$ cat src/rtl/arb_pkg.sv
// Shared state encoding and circular index arithmetic for the round-robin arbiter.
package arb_pkg;

   typedef enum logic {
      ST_IDLE  = 1'b0,
      ST_GRANT = 1'b1
   } state_t;

   // (a + b) mod n for operands already in 0..n-1, without a divider.
   function automatic int circ_add(input int a, input int b, input int n);
      int s;
      s = a + b;
      return (s >= n) ? s - n : s;
   endfunction

   function automatic int next_idx(input int i, input int n);
      return circ_add(i, 1, n);
   endfunction

endpackage

$ cat src/rtl/rr_pick.sv
// Combinational round-robin pick: first set request at or above ptr, wrapping at N.
module rr_pick
   import arb_pkg::*;
#(
   parameter  int N    = 4,
   localparam int ID_W = $clog2(N)
) (
   input  logic [N-1:0]    req,
   input  logic [ID_W-1:0] ptr,
   output logic            pick_valid,
   output logic [ID_W-1:0] pick_id
);

   logic [N-1:0] w_rot;
   int           w_enc;

   // Rotate so ptr lands at bit 0, take the lowest set bit, then map back.
   always_comb begin
      w_rot = '0;
      for (int j = 0; j < N; j++) begin
         w_rot[j] = req[circ_add(j, int'(ptr), N)];
      end
      w_enc = 0;
      for (int j = N - 1; j >= 0; j--) begin
         if (w_rot[j]) w_enc = j;
      end
      pick_valid = |req;
      pick_id    = ID_W'(circ_add(w_enc, int'(ptr), N));
   end

endmodule

$ cat src/rtl/rr_arbiter.sv
// N-requester round-robin arbiter with a hold limit that only bites under contention.
module rr_arbiter
   import arb_pkg::*;
#(
   parameter  int N        = 4,
   parameter  int MAX_HOLD = 16,
   localparam int ID_W     = $clog2(N)
) (
   input  logic            clk,
   input  logic            rest,
   input  logic [N-1:0]    req,
   output logic [N-1:0]    gnt,
   output logic            gnt_valid,
   output logic [ID_W-1:0] gnt_id,
   output logic            timeout,
   output logic            dbg_state
);

   localparam int CNT_W = (MAX_HOLD == 0) ? 1 : $clog2(MAX_HOLD + 1);
   localparam logic [CNT_W-1:0] CNT_SAT = (MAX_HOLD == 0) ? CNT_W'(1) : CNT_W'(MAX_HOLD);

   state_t            r_state;
   logic [ID_W-1:0]   r_owner;
   logic [ID_W-1:0]   r_ptr;
   logic [CNT_W-1:0]  r_cnt;
   logic [N-1:0]      r_gnt;
   logic              r_gnt_valid;
   logic [ID_W-1:0]   r_gnt_id;
   logic              r_timeout;

   logic              w_pick_valid;
   logic [ID_W-1:0]   w_pick_id;
   logic [N-1:0]      w_pick_oh;
   logic [N-1:0]      w_owner_oh;
   logic              w_force;

   rr_pick #(.N(N)) u_pick (
      .req        (req),
      .ptr        (r_ptr),
      .pick_valid (w_pick_valid),
      .pick_id    (w_pick_id)
   );

   assign w_pick_oh  = {{(N-1){1'b0}}, 1'b1} << w_pick_id;
   assign w_owner_oh = {{(N-1){1'b0}}, 1'b1} << r_owner;
   assign w_force    = (MAX_HOLD != 0) && (r_cnt == CNT_W'(MAX_HOLD)) && (|(req & ~w_owner_oh));

   always_ff @(posedge clk or posedge rest) begin
      if (rest) begin
         r_state     <= ST_IDLE;
         r_owner     <= '0;
         r_ptr       <= '0;
         r_cnt       <= '0;
         r_gnt       <= '0;
         r_gnt_valid <= 1'b0;
         r_gnt_id    <= '0;
         r_timeout   <= 1'b0;
      end else begin
         r_timeout <= 1'b0;
         case (r_state)
            ST_IDLE: begin
               if (w_pick_valid) begin
                  r_state     <= ST_GRANT;
                  r_owner     <= w_pick_id;
                  r_cnt       <= CNT_W'(1);
                  r_gnt       <= w_pick_oh;
                  r_gnt_valid <= 1'b1;
                  r_gnt_id    <= w_pick_id;
               end
            end
            ST_GRANT: begin
               // Owner dropping its request takes precedence over a forced release.
               if (!req[r_owner] || w_force) begin
                  r_state     <= ST_IDLE;
                  r_ptr       <= ID_W'(next_idx(int'(r_owner), N));
                  r_gnt       <= '0;
                  r_gnt_valid <= 1'b0;
                  r_gnt_id    <= '0;
                  r_timeout   <= req[r_owner];
               end else if (r_cnt != CNT_SAT) begin
                  r_cnt <= r_cnt + CNT_W'(1);
               end
            end
            default: r_state <= ST_IDLE;
         endcase
      end
   end

   assign gnt       = r_gnt;
   assign gnt_valid = r_gnt_valid;
   assign gnt_id    = r_gnt_id;
   assign timeout   = r_timeout;
   assign dbg_state = r_state;

endmodule

$ cat config.mk
export PLATFORM = sky130hd
export DESIGN_NAME = rr_arbiter
export DESIGN_NICKNAME = d
export VERILOG_FILES = /design/src/rtl/arb_pkg.sv /design/src/rtl/rr_pick.sv /design/src/rtl/rr_arbiter.sv
export SDC_FILE = /design/constraint.sdc
export NUM_CORES = 1
export LEC_CHECK = 0
export CAP_MARGIN = 20
export CORE_UTILIZATION = 55
export CTS_BUF_LIST = sky130_fd_sc_hd__clkbuf_8
export CTS_CLUSTER_SIZE = 12
export DETAILED_ROUTE_END_ITERATION = 8
export MAX_ROUTING_LAYER = met4
export PLACE_DENSITY_LB_ADDON = 0.3
export REMOVE_ABC_BUFFERS = 1
export SYNTH_ARGS = -nofsm -noshare
export SYNTH_HDL_FRONTEND = slang
export SYNTH_SLANG_ARGS = --single-unit
$ cat constraint.sdc
create_clock -name clk -period 2.6 [get_ports clk]
set_input_delay 0.26 -clock clk [delete_from_list [all_inputs] [get_ports clk]]
set_output_delay 0.26 -clock clk [all_outputs]
set_load 0.02 [all_outputs]
==> impl_metrics.yaml <==
route:
  first_iter_violations: 10
  wl_per_cell_um: 12.9
  drc: 0
  routed_wl_mm: 1.83
  via_count: 793
  viasPerCell: 5.58
  ant_nets: 0
  drtPass1Iterations: 4
timing:
  maxSlewViolCount: 0
  min_period_ns: 2.16
  rsz0062_at_grt: "no"
  max_freq_mhz: 462
  tns_ns: 0
  hold_slack_ns: 0.399
  setup_viol: 0
  setup_ws_ns: 0.436
  max-slew-margin-rel_pct: 57.0
  hold_viol_final: 0
  worstMarginPinSlew_ns: 0.644
  final.setup_skew_ns: 0.00234
  finalCritPeriodShare_pct: 83.2
clock_network:
  cts-root-buf: "clkbuf_8"
  clk_pin_slew_ns: 0.06
  holdBufCountCts: 0
  post_cts_resized: 0
  cts_tree: "done"
  cts.sinks: 18
  clk_latency_ns: 0.25
  postCtsSetupBuffers: 0
  cts-buffers-inserted: 3
  cts_buffer_depth: 2
  htree_num_levels: 1
logic_synthesis:
  syn_area_mm2: 0.00105
  yosys.area_share.simple_pct: 12.6
  ys_ff_latch: 18
  synth_xor_area_share_pct: 3.34
  syn_area_per_cell_um2: 10.4
  synth_ff_type: "dfrtp_1"
  synth_area_leaders: "dfrtp_1 43%, ha_1 8.4%, inv_1 3.2%"
  synth_edf_count: 0
  async_flop_share_pct: 100
  synthAdderAreaFrac_pct: 8.35
  synth.most_common_cell: "dfrtp_1"
  muxShareOfSynthArea_pct: 5.73
  synth_top_family_by_area: "compound AO/OA/AOI/OAI gates"
  syn_inst: 101
  seq_area_frac_synth_pct: 43.0
  yosys.area.top_type_share_pct: 43.0
  synth_warnings: 0
  ys_top_cells_by_count: "18 x dfrtp_1, 9 x inv_1, 8 x nor2_1, 7 x ha_1, 6 x o21ai_0"
  yosysTopAreaCell: "dfrtp_1"
  synth_cell_types: 37
  synth-compound-area-share_pct: 21.4
status:
  run_status: "complete, no violations"
final_layout:
  final_util_pct: 71.6
  layout-drive-gt1-share_pct: 12.8
  finish.instance_area_mm2: 0.00126
  nNetsFinal: 132
  finalNonFillerCells: 142
  syn2layout_area_growth_pct: 20.4
  n_antenna_cell: 0
placement:
  pre_cts_ws_ns: 0.180
  gp_congestion: 0.930
  port_buffers: 14
  dpl-instance-area_mm2: 0.00122
  placed_cells: 139
  hpwl_mm: 1.41
die:
  pin_count: 15
  dieHeight_um: 45.7
  row_count: 15
  die_x_um: 45.7
  initial_utilization_pct: 59.4
  core-area_mm2: 0.00176
  die_area_mm2: 0.00208
global_route:
  overflow: 0
  grt_pass1_vias: 706
  grt_use_total_pct: 22.0
  grt_antenna_before_repair: 0
  grt_pass1_wl_mm: 3.06
  grt_max_degree: 19
critical_path:
  crit_top_cell: "xnor2_1"
  end_kind: "flip-flop"
  path_max_fanout: 7
  crit_chain: "clkdlybuf4s50_1 > inv_2 > o311a_2 > o21ai_0 > ha_1 > xnor2_1 > xnor2_1 > buf_4 > mux2_2"
  reg2reg_to: "r_owner[1]"
  crit_slowest_cell: "clkdlybuf4s50_1"
  crit_path_start_kind: "primary input"
  crit_buf_inv: 3
  path_class: "in -> reg"
  arrival_ns: 2.30
  max_stage_delay_ns: 0.60
  ff2ff_setup_slack_ns: 0.49
  required_ns: 2.74
  critPathTopFamily: "buffers and inverters"
  worst-r2r-cell-count: 8
  r2r-start: "r_ptr[0]"
pwr:
  powerDensity_mw_per_mm2: 1170
  power.leakage_nw: 0.550
  ir_worst_vdd_mv: 0.886
  power_mw: 1.48
min_path:
  min_path_type: "in -> async"
run:
  cap_violations: 0
## registers in the layout, indices dropped and copies added, names as in the netlist
| signal | flops |
|---|---|
| r_ptr | 2 |
| gnt_valid | 1 |
| dbg_state | 1 |
| gnt_id | 2 |
| gnt | 4 |
| r_owner | 2 |
| timeout | 1 |
| r_cnt | 5 |
## worst max path at each step
stage                     startpoint          to  slack (ns)  cells past startpoint
after global placement        req[3]  r_owner[1]        0.25                      9
after detailed placement      req[3]      gnt[3]        0.18                      9
after floorplan             r_ptr[0]  r_owner[1]        0.70                      7
after global routing          req[3]      gnt[3]        0.28                      9
after CTS                     req[3]  r_owner[1]        0.45                      9
final                         req[3]  r_owner[1]        0.44                      9
## cells by family (layout without fill, tap and decap cells)
| logic type | after synthesis | after routing |
|---|---|---|
| XOR/XNOR | 4 | 4 |
| adder cells (fa/ha/maj) | 7 | 7 |
| AO/OA/AOI/OAI | 28 | 28 |
| AND/OR/NAND/NOR | 26 | 26 |
| multiplexers | 4 | 4 |
| buffers and inverters | 14 | 30 |
| flip-flops | 18 | 18 |
## cells in the final DEF, fill, tap and decap left out
master           instances
nor2b_1                  2
a22o_2                   1
dfrtp_1                 18
mux4_1                   1
inv_2                    1
ha_1                     7
buf_4                    3
a21oi_1                  4
clkdlybuf4s50_1         14
mux2_2                   3
nor4_1                   1
a22o_1                   1
nor3_2                   1
o211ai_1                 1
xor2_1                   2
inv_1                    9
nor3b_1                  2
a221oi_1                 1
o21ba_2                  1
o311a_2                  1
nand3_1                  2
and2_0                   1
nand4_1                  2
nor2_1                   8
xnor2_1                  2
o2bb2ai_1                3
a21o_1                   1
o22ai_1                  2
nor3_1                   1
o21ai_0                  6
clkbuf_8                 3
and2_1                   1
a2111oi_4                1
nand2_1                  5
a32o_1                   3
o21a_1                   1
a31oi_1                  1
## routing by layer
metal	global-route usage [%]	part of all wire, %	up-vias
met3	7.94	3.9	3
li1	-	-	404
met2	34.6	48	17
met1	25.4	47	369
met4	8.48	0.93	0
met5	-	0	-
## report_power, final
part,leakage [nW],switching [mW],internal (mW),total [mW]
sequential,0.227,0.122,0.386,0.509
clock,0.0216,0.0855,0.103,0.188
combinational,0.302,0.389,0.396,0.786
## area by class of cell
class | instances | area [um^2]
Inverter | 10 | 37.5
Timing Repair Buffer | 17 | 163
Sequential cell | 18 | 450
Fill cell | 142 | 502
Tap cell | 25 | 31.3
Multi-Input combinational cell | 69 | 539
Clock buffer | 3 | 41.3
(Power assumes the default switching activity.)
==> RTL change (same flow settings) <==
Compare `r_cnt` against `CNT_W'(MAX_HOLD)` with >= in place of ==.
--- a/src/rtl/rr_arbiter.sv
+++ b/src/rtl/rr_arbiter.sv
@@ -45,3 +45,3 @@
    assign w_owner_oh = {{(N-1){1'b0}}, 1'b1} << r_owner;
-   assign w_force    = (MAX_HOLD != 0) && (r_cnt == CNT_W'(MAX_HOLD)) && (|(req & ~w_owner_oh));
+   assign w_force    = (MAX_HOLD != 0) && (r_cnt >= CNT_W'(MAX_HOLD)) && (|(req & ~w_owner_oh));
 
Check against the original RTL: no difference found for any inputs over 10 cycles, from zero or initial values; that may be too few to reach the edited logic, so the function may still have changed.
==> RTL change against the original RTL <==
Synthesized cell count rose by 16%. Sequential cell count stayed put. Global-route usage grew 2.9 points. Synthesized area increased by 8.8%. Via count increased by 13%. Worst setup slack gained 0.11 ns. Count of clock-buffer cells in the layout rose by 1. First-iteration DRC count is 100% higher. Routed wire length is 23% higher. Design area up 6.9%. Critical path type unchanged. Total power is 3.5% higher. Sequential power increased by 1%.
==> RTL change: results (changes against the original RTL) <==
Signal buffers: 16 (-1)
multi-input combinational area share: 0.463 (+0.0362)
number of global-route vias before repair: 838 (+19%)
sequential area share after synthesis: 0.395 (-0.0349)
R2R depth: 9 (+1)
Global Route Usage Sum: 0.249 (+0.0289)
invs w/o clock: 8 (-2)
Gate power share: 0.521 (-0.009)
Final nets: 146 (+11%)
first-pass GRT wire length: 3640 um (+19%)
most common library cells after synthesis: dfrtp_1 (18), nor2_1 (13), nand2_1 (10)
NetSw: 0.000650 W (+8.8%)
slowest stage delay, CP: 0.53 ns (-0.07 ns)
Post-Route Skew: 0.00130 ns (-0.00104 ns)
fin cells: 159 (+12%)
Syn. warnings: 0 (unchanged)
synth unique cells: 41 (+11%)
H-tree Lvls: 1 (unchanged)
Synth area leaders: dfrtp_1 (39%), ha_1 (7.7%), nor2_1 (4.3%)
number of fill cells in the layout: 164 (+15%)
register area: 450 um2 (unchanged)
CP arrival: 2.20 ns (-0.10 ns)
drt wl/cell: 14.1 um (+9.5%)
worst-margin pin slew: 0.671 ns (+0.0266 ns)
reg2reg end: gnt[2]$_DFFE_PP0P_
dpl hpwl: 1680 um (+20%)
area post-placement: 1290 um2 (+6.0%)
share of cells above drive strength 1: 0.136 (+0.00816)
1st-pass router iterations: 5 (+1)
GRT met3 Usage: 0.0491 (-0.0303)
metal1 wirelength: 965 um (+14%)
pre-CTS WS: 0.295 ns (+0.115 ns)
initial antenna violation count: 0 (unchanged)
met3 WL: 107 um (+49%)
CLK BUF: 4 (+1)
GR Util met1: 0.290 (+0.0357)
#MultiIn Comb: 86 (+25%)
Top delay family on crit path: compound AO/OA/AOI/OAI gates
metal2 WL: 1140 um (+29%)
clk cell area share: 0.0408 (+0.00807)
Power Sequential: 0.000515 W (+1%)
pwr dens: 1140 nW/um2 (-3.2%)
vias: 900 (+13%)
r2r setup slk: 0.58 ns (+0.09 ns)
worst vdd ir: 0.768 mV (-13%)
Syn Inst Count: 117 (+16%)
run status: complete, no violations
hold_ws: 0.405 ns (+0.00608 ns)
die width: 47.6 um (+4.1%)
fraction of cell area in non-clock buffers: 0.115 (-0.0139)
Detailed Route Iter0 Violations: 20 (+10)
met2 Use GR: 0.397 (+0.0515)
Post-CTS Setup Inserts: 0 (unchanged)
Reg2Reg Launch Point: r_ptr[1]$_DFFE_PP0P_
RD Place Congestion: 0.815 (-12%)
leakage power total: 0.592 nW (+7.6%)
crit path max fanout: 8 (+1)
Final Core Density: 0.688 (-0.0275)
RTL change: worst max-delay path by stage:
stage / startpoint / end / slack [ns] / cells past startpoint
after CTS: req[0] / gnt[2]$_DFFE_PP0P_ / 0.54 / 9
after detailed placement: req[0] / gnt[2]$_DFFE_PP0P_ / 0.29 / 9
after floorplan: r_owner[0]$_DFFE_PP0P_ / r_cnt[2]$_DFFE_PP0P_ / 0.82 / 7
final: req[1] / gnt[2]$_DFFE_PP0P_ / 0.55 / 9
after global routing: req[0] / gnt[2]$_DFFE_PP0P_ / 0.44 / 9
after global placement: req[0] / gnt[1]$_DFFE_PP0P_ / 0.39 / 9
RTL change: cells by family after synthesis:
| group | synth area share |
|---|---|
| and+or+nand+nor | 0.220 |
| DFF | 0.395 |
| adders and majority gates | 0.0768 |
| AOI/OAI and AO/OA | 0.175 |
| muxes | 0.0384 |
| buffers and inverters | 0.0570 |
| xor gates and xnor gates | 0.0373 |
